### config.mk
export PLATFORM = sky130hd
export DESIGN_NAME = uart_tx_feeder
export DESIGN_NICKNAME = d
export VERILOG_FILES = /design/src/rtl/uart_tx_feeder.sv
export SDC_FILE = /design/constraint.sdc
export NUM_CORES = 1
export LEC_CHECK = 0
export BUFFER_PORTS_ARGS = -buffer_cell sky130_fd_sc_hd__buf_2
export CAP_MARGIN = 20
export CORE_MARGIN = 5
export CORE_UTILIZATION = 55
export DETAILED_ROUTE_END_ITERATION = 12
export PLACE_DENSITY_LB_ADDON = 0.1
export SYNTH_ARGS = -nofsm -noshare
export SYNTH_HDL_FRONTEND = slang
export SYNTH_SLANG_ARGS = --single-unit
### constraint.sdc
create_clock -name clk -period 3.2 [get_ports clk]
set_input_delay 0.32 -clock clk [delete_from_list [all_inputs] [get_ports clk]]
set_output_delay 0.32 -clock clk [all_outputs]
set_load 0.02 [all_outputs]
### src/rtl/uart_tx_feeder.sv
// uart_tx_feeder: byte FIFO feeding a UART transmitter one frame at a time, with error count and stuck-frame timeout
// Ports:
//   clk, rst (async, active-low)
//   wr_valid/wr_ready/wr_data : byte write port, wr_ready = ~full
//   flush                     : synchronous FIFO clear, in-flight frame untouched
//   tx_start/tx_data          : registered level request and byte to the transmitter
//   tx_done/tx_err            : transmitter status, asynchronous to clk
//   level/empty/full          : FIFO occupancy 0..DEPTH
//   err_cnt                   : saturating count of frames ended with tx_err
//   timeout                   : one-cycle pulse when a frame is abandoned
module uart_tx_feeder #(
    parameter int DEPTH       = 16,
    parameter int TIMEOUT_CYC = 65536,
    parameter int GAP_CYC     = 2
) (
    input  logic                    clk,
    input  logic                    rst,
    input  logic                    wr_valid,
    output logic                    wr_ready,
    input  logic [7:0]              wr_data,
    input  logic                    flush,
    output logic                    tx_start,
    output logic [7:0]              tx_data,
    input  logic                    tx_done,
    input  logic                    tx_err,
    output logic [$clog2(DEPTH):0]  level,
    output logic                    empty,
    output logic                    full,
    output logic [7:0]              err_cnt,
    output logic                    timeout
);
    localparam int AW   = $clog2(DEPTH);
    localparam int TMAX = TIMEOUT_CYC > GAP_CYC ? TIMEOUT_CYC : GAP_CYC;
    localparam int TW   = $clog2(TMAX) + 1;

    typedef enum logic [1:0] {IDLE, LOAD, START, GAP} state_t;

    state_t          state, state_n;
    logic [7:0]      mem [DEPTH];
    logic [AW-1:0]   wr_ptr, rd_ptr;
    logic [TW-1:0]   timer;
    logic            done_m, done_s, done_q, err_m, err_s;
    logic            done_rise, wr_en, rd_en, to_hit, gap_end;

    assign empty     = level == '0;
    assign full      = level == (AW+1)'(DEPTH);
    assign wr_ready  = ~full;
    assign wr_en     = wr_valid && wr_ready && !flush;
    assign rd_en     = state == LOAD && !empty;
    assign done_rise = done_s & ~done_q;
    assign to_hit    = timer == TW'(TIMEOUT_CYC - 1);
    assign gap_end   = !done_s && timer >= TW'(GAP_CYC - 1);

    // LOAD falls back to IDLE if a flush emptied the FIFO on the way in
    always_comb begin
        state_n = state;
        case (state)
            IDLE:    state_n = empty ? IDLE : LOAD;
            LOAD:    state_n = empty ? IDLE : START;
            START:   state_n = (done_rise || to_hit) ? GAP : START;
            GAP:     state_n = gap_end ? IDLE : GAP;
            default: state_n = IDLE;
        endcase
    end

    always_ff @(posedge clk or negedge rst) begin
        if (!rst) begin
            state    <= IDLE;
            wr_ptr   <= '0;
            rd_ptr   <= '0;
            level    <= '0;
            tx_start <= 1'b0;
            tx_data  <= 8'h00;
            err_cnt  <= 8'h00;
            timeout  <= 1'b0;
            timer    <= '0;
            done_m   <= 1'b0;
            done_s   <= 1'b0;
            done_q   <= 1'b0;
            err_m    <= 1'b0;
            err_s    <= 1'b0;
        end else begin
            state    <= state_n;
            done_m   <= tx_done;
            done_s   <= done_m;
            done_q   <= done_s;
            err_m    <= tx_err;
            err_s    <= err_m;
            tx_start <= state_n == START;
            timeout  <= state == START && !done_rise && to_hit;
            if (flush) begin
                wr_ptr <= '0;
                rd_ptr <= '0;
                level  <= '0;
            end else begin
                if (wr_en) wr_ptr <= wr_ptr + 1'b1;
                if (rd_en) rd_ptr <= rd_ptr + 1'b1;
                level <= level + (AW+1)'(wr_en) - (AW+1)'(rd_en);
            end
            if (rd_en) tx_data <= mem[rd_ptr];
            if (state == START && done_rise && err_s && err_cnt != 8'hFF) err_cnt <= err_cnt + 1'b1;
            // timer restarts on every state change; in GAP it stops once the minimum gap is met
            timer <= state_n != state ? '0
                   : timer + TW'(state == START || (state == GAP && timer < TW'(GAP_CYC - 1)));
        end
    end

    always_ff @(posedge clk) begin
        if (wr_en) mem[wr_ptr] <= wr_data;
    end
endmodule

==> out/qor.csv, run 1 <==
stage,metric,value,unit
sta,post-route setup TNS,0,ns
global_routing,initial antenna violation count,1,
floorplanning,DIE AREA,0.01647,mm²
worst_setup_path,arrival time at the worst endpoint,3.33,ns
synthesis,ys async rst share,30.05,%
cts,clock latency at the later pin of the worst-skew pair,0.44,ns
worst_setup_path,WS Path Type,flop to flop,
route,DRC,0,
floorplanning,Core ar.,0.01383,mm²
floorplanning,Initial Util,55.70,%
synthesis,"Seq/Total Area, Yosys",67.78,%
cts,CTS Buf Count,17,
sta,Worst Max-Slew Pin Slew,1.054,ns
power,Leak Pwr,3.327,nW
worst_setup_path,Critical path origin,level[2],
floorplanning,Die W,128.3,µm
sta,Clock Skew,0.01803,ns
cts,TritonCTS clock tree,done,
synthesis,syn_nets,511,
worst_setup_path,crit path to,level[4],
sta,count of final setup violators,0,
placed_design,PortBufs,39,
power,peak supply drop,531.8,µV
worst_setup_path,Worst R2R Setup Slack,0.22,ns
cts,Max clock buf depth,2,
sta,RSZ-0062 raised after global routing,no,
synthesis,cell area after synthesis,0.007701,mm²
synthesis,Post-synth EDFFs,128,
sta,Max Slew Vio Count,0,
floorplanning,Die Ht,128.3,µm
worst_setup_path,startpoint types,flop,
route,wire per inst,20.08,µm
floorplanning,# rows,43,
placed_design,Placer Congestion,0.7828,
synthesis,syn avg cell area,15.98,µm²
route,antenna-violating nets left,0,
route,Total Wirelength,14980,µm
worst_setup_path,worst reg2reg path endpoint,level[4],
global_routing,vias in the first global route,4414,
cts,H-tree depth,4,
synthesis,Synth cell types,50,
layout,antenna diode count,0,
layout,ratio of cells with drive above 1 in the final layout,27.92,%
synthesis,Yosys Warn Count,0,
sta,Min Hold Slack,0.1807,ns
route,vias per inst,5.717,
global_routing,Tot GR Track Use,19.97,%
synthesis,Synth Flop Type,edfxtp_1,
route,First DRT Iteration DRCs,336,
layout,area delta synth->final,16.78,%
job,Max-Cap Viols,0,
route,via count,4265,
worst_setup_path,required time worst endpoint,3.55,ns
power,power per cell area,765.8,mW/mm²
sta,Max Freq,335.3,MHz
synthesis,post-synth top area cell,edfxtp_1,
cts,Num Clock Sinks,183,
route,DRT Pass-1 Iters,4,
sta,post-route clock period utilization,93.21,%
synthesis,top post-synthesis cells by area,"edfxtp_1 (50%), dfrtp_1 (18%), mux4_2 (8.8%), xor2_1 (2.4%), ha_1 (2.3%)",
cts,CTS root buf,clkbuf_16,
layout,fin nets,582,
sta,minimum clock period,2.983,ns
worst_setup_path,Critical Path End Type,flop,
cts,"CTS clk-pin slew, worst paths",0.07,ns
synthesis,area share of the largest cell type after synthesis,49.91,%
synthesis,Synth Register Bits,183,
worst_hold_path,class of the worst hold path,input pin to flop,
floorplanning,Ports,40,
global_routing,largest net degree at the start of global routing,43,
sta,endpoints failing hold,0,
global_routing,first-pass GRT wire length,24340,µm
synthesis,Mapped Cells,482,
worst_setup_path,reg2reg path depth,13,
worst_setup_path,R2R Path Start,level[2],
status,status,"finished, final reports clean",
sta,worst rel slew slack,29.75,%
placed_design,DPL Wire Length,9956,µm
global_routing,GR Overflow Total,0,
worst_setup_path,Crit Path Max Fanout,4,
-- metrics by stage --
step | area (µm²) | setup slack [ns] | total power (W) | cells | utilization, %
floorplan | 7712 | 0.005166 | 0.004134 | 482 | -
global placement | 8244 | 0.2541 | 0.004564 | 709 | 59.62
detailed placement | 8244 | 0.1721 | 0.004599 | 709 | 59.62
CTS | 8929 | 0.1447 | 0.006927 | 743 | 64.57
global route | 8994 | 0.03520 | 0.007245 | 746 | 65.04
finish | 8994 | 0.2173 | 0.006887 | 746 | 65.04
-- placed cells by master, fill, tap and decap left out, types with 7 or more instances in the layout --
cell / count
dfrtp_1: 52
nand4_1: 10
ha_1: 13
xnor2_1: 7
clkbuf_16: 17
nand3_1: 17
inv_8: 9
mux4_2: 30
buf_2: 39
nand2_1: 23
inv_1: 14
a22oi_1: 11
a21oi_2: 10
nor3_1: 10
nor2_1: 29
buf_4: 30
xor2_1: 21
mux2i_1: 11
a21oi_1: 8
o211ai_1: 8
edfxtp_1: 128
-- layer usage --
layer / part of all wire [%] / global-route usage (%)
met1: 40 / 24.86
met2: 53 / 33.50
met3: 5.9 / 5.895
met4: 1.2 / 7.116
met5: 0.047 / 0
-- how the worst min path moves through the flow --
stage	start	to	slack, ns	cells after the start
floorplan	rst	done_m	0.02	0
global placement	err_m	err_s	0.34	0
detailed placement	done_m	done_s	0.34	0
CTS	rst	wr_ptr[1]	0.08	1
global route	wr_valid	wr_ptr[1]	0.18	3
finish	wr_valid	wr_ptr[1]	0.18	3
-- worst max-delay path: stages (launching register included) --
cell     delay (ns)
dfrtp_2        0.41
inv_1          0.10
ha_2           0.21
or4b_4         0.49
nand2_1        0.11
inv_1          0.05
ha_1           0.26
inv_1          0.04
ha_1           0.20
fa_2           0.36
a21oi_1        0.14
nor2_1         0.06
or3_1          0.34
a21oi_1        0.14
-- cell type report --
| type | count | area (µm²) |
|---|---|---|
| clock inverter | 15 | 239.0 |
| sequential | 183 | 5224 |
| inverter | 14 | 52.55 |
| timing repair buffer | 73 | 470.5 |
| fill | 945 | 4833 |
| tap | 180 | 225.2 |
| clock buffer | 17 | 425.4 |
| multi-input combinational | 264 | 2357 |
-- sequential cells by signal (all words and copies together), names as in the netlist --
register / flops
done_m: 1
done_q: 1
done_s: 1
err_cnt: 8
err_m: 1
err_s: 1
level: 5
mem: 128
rd_ptr: 4
state: 2
timeout: 1
timer: 17
tx_data: 8
tx_start: 1
wr_ptr: 4
-- cells in the mapped netlist, types with 2 or more instances --
master	instances
nand3b_1	2
nand2b_1	4
buf_2	8
nor2_1	29
mux4_2	30
nor3_1	11
buf_6	2
nand3_1	17
o21ai_0	5
or3_1	4
a22oi_1	11
ha_1	14
edfxtp_1	128
mux2i_1	11
nand2_1	23
dfrtp_1	55
and3_1	5
buf_1	3
nor2b_1	5
nand4_1	10
a21boi_0	2
nor4_1	4
a21oi_1	8
xor2_1	21
and4_1	3
clkbuf_1	8
o211ai_1	8
xnor2_1	7
inv_1	14
a21oi_2	10
-- cells by family after synthesis --
family                   after synthesis  synth area share (%)
AO/OA/AOI/OAI                         52                 5.297
adder cells (fa/ha/maj)               15                 2.535
flip-flops                           183                 67.78
XOR/XNOR                              28                 3.184
buffers and inverters                 35                 2.031
AND/OR/NAND/NOR                      127                 8.822
multiplexers                          42                 10.35
-- power by group --
part	switching (W)	total [W]	internal, W
Combinational	0.000949	0.00168	0.000735
Clock	0.000960	0.00232	0.00136
Sequential	0.000175	0.00288	0.00271
Total	0.00208	0.00689	0.00480
-- what timing repair did --
item,4_1_cts,5_1_grt
endpoints found under the setup margin,0,1
hold buffers,2,1
resized for setup,0,4
hold endpoints to repair,2,18
buffers inserted,0,1
Power figures use the tool's default switching activity.
==> run 2, diff against run 1 <==
==> constraint.sdc (replaced) <==
create_clock -name clk -period 2.5 [get_ports clk]
set_input_delay 0.25 -clock clk [delete_from_list [all_inputs] [get_ports clk]]
set_output_delay 0.25 -clock clk [all_outputs]
set_load 0.01 [all_outputs]
==> run 2 against run 1 <==
  * The flow now finishes with violations (negative setup slack)
  * Worst hold slack lost 0.069 ns
  * Die area is the same
  * Wire length grew 4.7%
  * Clock-buffer cell count grew 2
  * Final cell count grew 3.4%
  * Critical endpoint unchanged
  * Combinational power grew 49%
  * Clock power grew 15%
==> out/qor.csv, run 2 (synthesis gave the netlist of run 1 again) <==
stage,metric,value,unit,change
status,status,finished with violations,,
status,failing checks,negative setup slack,,
layout,fin util,67.00,%,+2.0 points
worst_setup_path,"delay-heaviest family, CP",simple AND/OR/NAND/NOR gates,,
worst_setup_path,Worst R2R Setup Slack,-0.23,ns,-0.45 ns
worst_setup_path,Crit-path slowest cell,or4b_4,,
layout,ratio of cells with drive above 1 in the final layout,34.35,%,+6.4 points
worst_setup_path,startpoint types,flop,,
global_routing,vias in the first global route,4692,,+6.3%
global_routing,Tot GR Track Use,20.56,%,+0.60 points
sta,post-route clock period utilization,109.3,%,+16 points
layout,area delta synth->final,20.29,%,
power,logic gate share of total power,28.5,%,+4.1 points
layout,"most common cell after layout, fill and taps aside",edfxtp_1,,
power,Leak Pwr,3.421,nW,+2.8%
layout,top flop regs,"mem (128), timer (17)",,
global_routing,initial antenna violation count,0,,-1
route,DRT Pass-1 Iters,4,,unchanged
power,peak supply drop,582.0,µV,+9.4%
floorplanning,Core ar.,0.01383,mm²,unchanged
power,total power,0.008780,W,+27%
sta,Worst Max-Slew Pin Slew,1.004,ns,-0.04977 ns
floorplanning,DIE AREA,0.01647,mm²,unchanged
worst_setup_path,reg2reg path depth,13,,unchanged
worst_setup_path,required time worst endpoint,2.86,ns,-0.69 ns
layout,most frequent cells in the layout,"edfxtp_1 (128), dfrtp_1 (54), buf_4 (53)",,
worst_setup_path,Crit path depth,13,,unchanged
power,total internal power,0.006144,W,+28%
cts,H-tree depth,4,,unchanged
layout,largest reg by FF count,mem,,
layout,Fill cells,928,,-1.8%
cts,clock latency at the later pin of the worst-skew pair,0.43,ns,about the same
worst_setup_path,Critical Path End Type,flop,,
sta,count of final setup violators,3,,+3
sta,minimum clock period,2.733,ns,-0.2496 ns
job,Max-Cap Viols,0,,unchanged
worst_setup_path,worst reg2reg path endpoint,level[4],,
cts,CTS Buf Count,17,,unchanged
power,power per cell area,947.7,mW/mm²,+24%
worst_setup_path,arrival time at the worst endpoint,3.09,ns,-0.24 ns
global_routing,first-pass GRT wire length,25150,µm,+3.3%
cts,TritonCTS clock tree,done,,
route,Total Wirelength,15680,µm,+4.7%
sta,Clock Skew,0.01172,ns,-0.006309 ns
worst_hold_path,min-delay src,wr_valid,,
power,Switch Pwr,0.002636,W,+27%
worst_setup_path,WS Path Type,flop to flop,,
power,switching share of power,30.02,%,-0.23 points
global_routing,GR Overflow Total,0,,unchanged
worst_setup_path,CP Cell Sequence,inv_2 -> ha_4 -> or4b_4 -> nand2_4 -> inv_4 -> ha_4 -> inv_2 -> ha_4 -> fa_2 -> a21oi_2 -> nor2_1 -> or3_1 -> a21oi_2,,
layout,fin nets,607,,+4.3%
global_routing,largest net degree at the start of global routing,38,,-12%
worst_setup_path,"slowest stage delay, CP",0.48,ns,about the same
route,antenna-violating nets left,0,,unchanged
route,First DRT Iteration DRCs,288,,-14%
route,via count,4435,,+4.0%
sta,endpoints failing hold,0,,unchanged
sta,RSZ-0062 raised after global routing,yes,,
worst_hold_path,WHS Path Cells,3,,unchanged
placed_design,DPL Wire Length,10020,µm,+0.69%
power,Sequential Power Share,41.1,%,-0.8 points
layout,antenna diode count,0,,unchanged
placed_design,Placer Congestion,0.7980,,+1.9%
worst_hold_path,class of the worst hold path,input pin to flop,,
layout,flip-flop and latch area,0.005221,mm²,about the same
cts,"CTS clk-pin slew, worst paths",0.07,ns,about the same
worst_setup_path,Worst Path Buf+Inv,3,,unchanged
cts,Max clock buf depth,2,,unchanged
floorplanning,# rows,43,,unchanged
sta,worst setup margin,-0.2331,ns,-0.4504 ns
layout,footprint of the multi-input gates,0.002505,mm²,+6.3%
route,vias per inst,5.752,,+0.61%
worst_setup_path,Crit Path Max Fanout,2,,-2
cts,CTS root buf,clkbuf_16,,
floorplanning,Ports,40,,unchanged
sta,Max Freq,365.9,MHz,+9.1%
route,DRC,0,,unchanged
sta,worst rel slew slack,33.07,%,+3.3 points
route,wire per inst,20.33,µm,+1.3%
cts,Num Clock Sinks,183,,unchanged
floorplanning,Die Ht,128.3,µm,unchanged
layout,max reg flops,128,,unchanged
placed_design,PortBufs,39,,unchanged
worst_setup_path,R2R Path Start,level[2],,
power,clock share of power,30.3,%,-3.4 points
sta,Max Slew Vio Count,0,,unchanged
floorplanning,Die W,128.3,µm,unchanged
worst_hold_path,Hold EP,wr_ptr[1],,
worst_setup_path,most frequent CP cell,ha_4,,
floorplanning,Initial Util,55.70,%,unchanged
run 2: cell count changes in the layout (fill, tap and decap cells not counted), moves of 4 or more:
cell | previous run | this run
ha_4 | 0 | 5
buf_4 | 30 | 53
inv_2 | 0 | 4
inv_8 | 9 | 3
inv_1 | 14 | 9
ha_1 | 13 | 8
run 2: worst max-delay path by stage:
stage / startpoint / end
final: level[2] / level[4]
after global routing: level[2] / level[4]
after global placement: level[2] / level[4]
after CTS: level[2] / level[4]
after detailed placement: level[2] / level[4]
after floorplan: level[3] / level[4]
run 2: through the flow:
stage	std cells	cell area [µm²]	hold WS, ns	setup TNS (ns)	setup slack [ns]
after detailed placement	729	8479	0.3308	-0.2572	-0.2572
after CTS	766	9126	0.09279	-0.2255	-0.2255
final	771	9264	0.1114	-0.2734	-0.2331
after global placement	729	8479	0.3176	-0.1931	-0.1931
after floorplan	482	7801	-0.04559	-0.7021	-0.4760
after global routing	771	9264	0.1257	-1.115	-0.3555
run 2: routing by layer:
metal  vias to the layer above  part of all wire (%)  global-route usage (%)
met5                         -                     0                       0
li1                       2046                     -                       -
met4                         0                   1.2                   6.117
met1                      2282                    39                   25.85
met3                        13                   5.5                   4.566
met2                        94                    54                   35.98
run 2: area by class of cell:
class	count	area share (%)
flip-flops and latches	183	56.36
clock buffers	19	4.673
multi-input cells	264	27.04
inverters	14	0.5943
well taps	180	2.431
repair buffers	98	7.185
clock inverters	13	1.715
run 2: power groups by stage:
stage | logic (W) | clock network, W | registers [W]
global placement | 0.00232 | 0 | 0.00366
detailed placement | 0.00237 | 0 | 0.00367
CTS | 0.00243 | 0.00272 | 0.00361
floorplan | 0.00158 | 0 | 0.00371
finish | 0.00251 | 0.00266 | 0.00361
global route | 0.00277 | 0.00285 | 0.00363
run 2: worst reg2reg max path, cell delays in order, from the launching register on:
cell,delay (ns)
dfrtp_1,0.39
inv_2,0.09
ha_4,0.14
or4b_4,0.48
nand2_4,0.09
inv_4,0.04
ha_4,0.25
inv_2,0.03
ha_4,0.15
fa_2,0.35
a21oi_2,0.14
nor2_1,0.05
or3_1,0.35
a21oi_2,0.11
run 2: what timing repair did:
| action | 4_1_cts | 5_1_grt |
|---|---|---|
| hold buffers | 3 | 0 |
| endpoints found under the setup margin | 1 | 10 |
| hold endpoints to repair | 31 | 0 |
| buffers inserted | 2 | 5 |
| resized for setup | 3 | 19 |
| pin swaps | 3 | 14 |
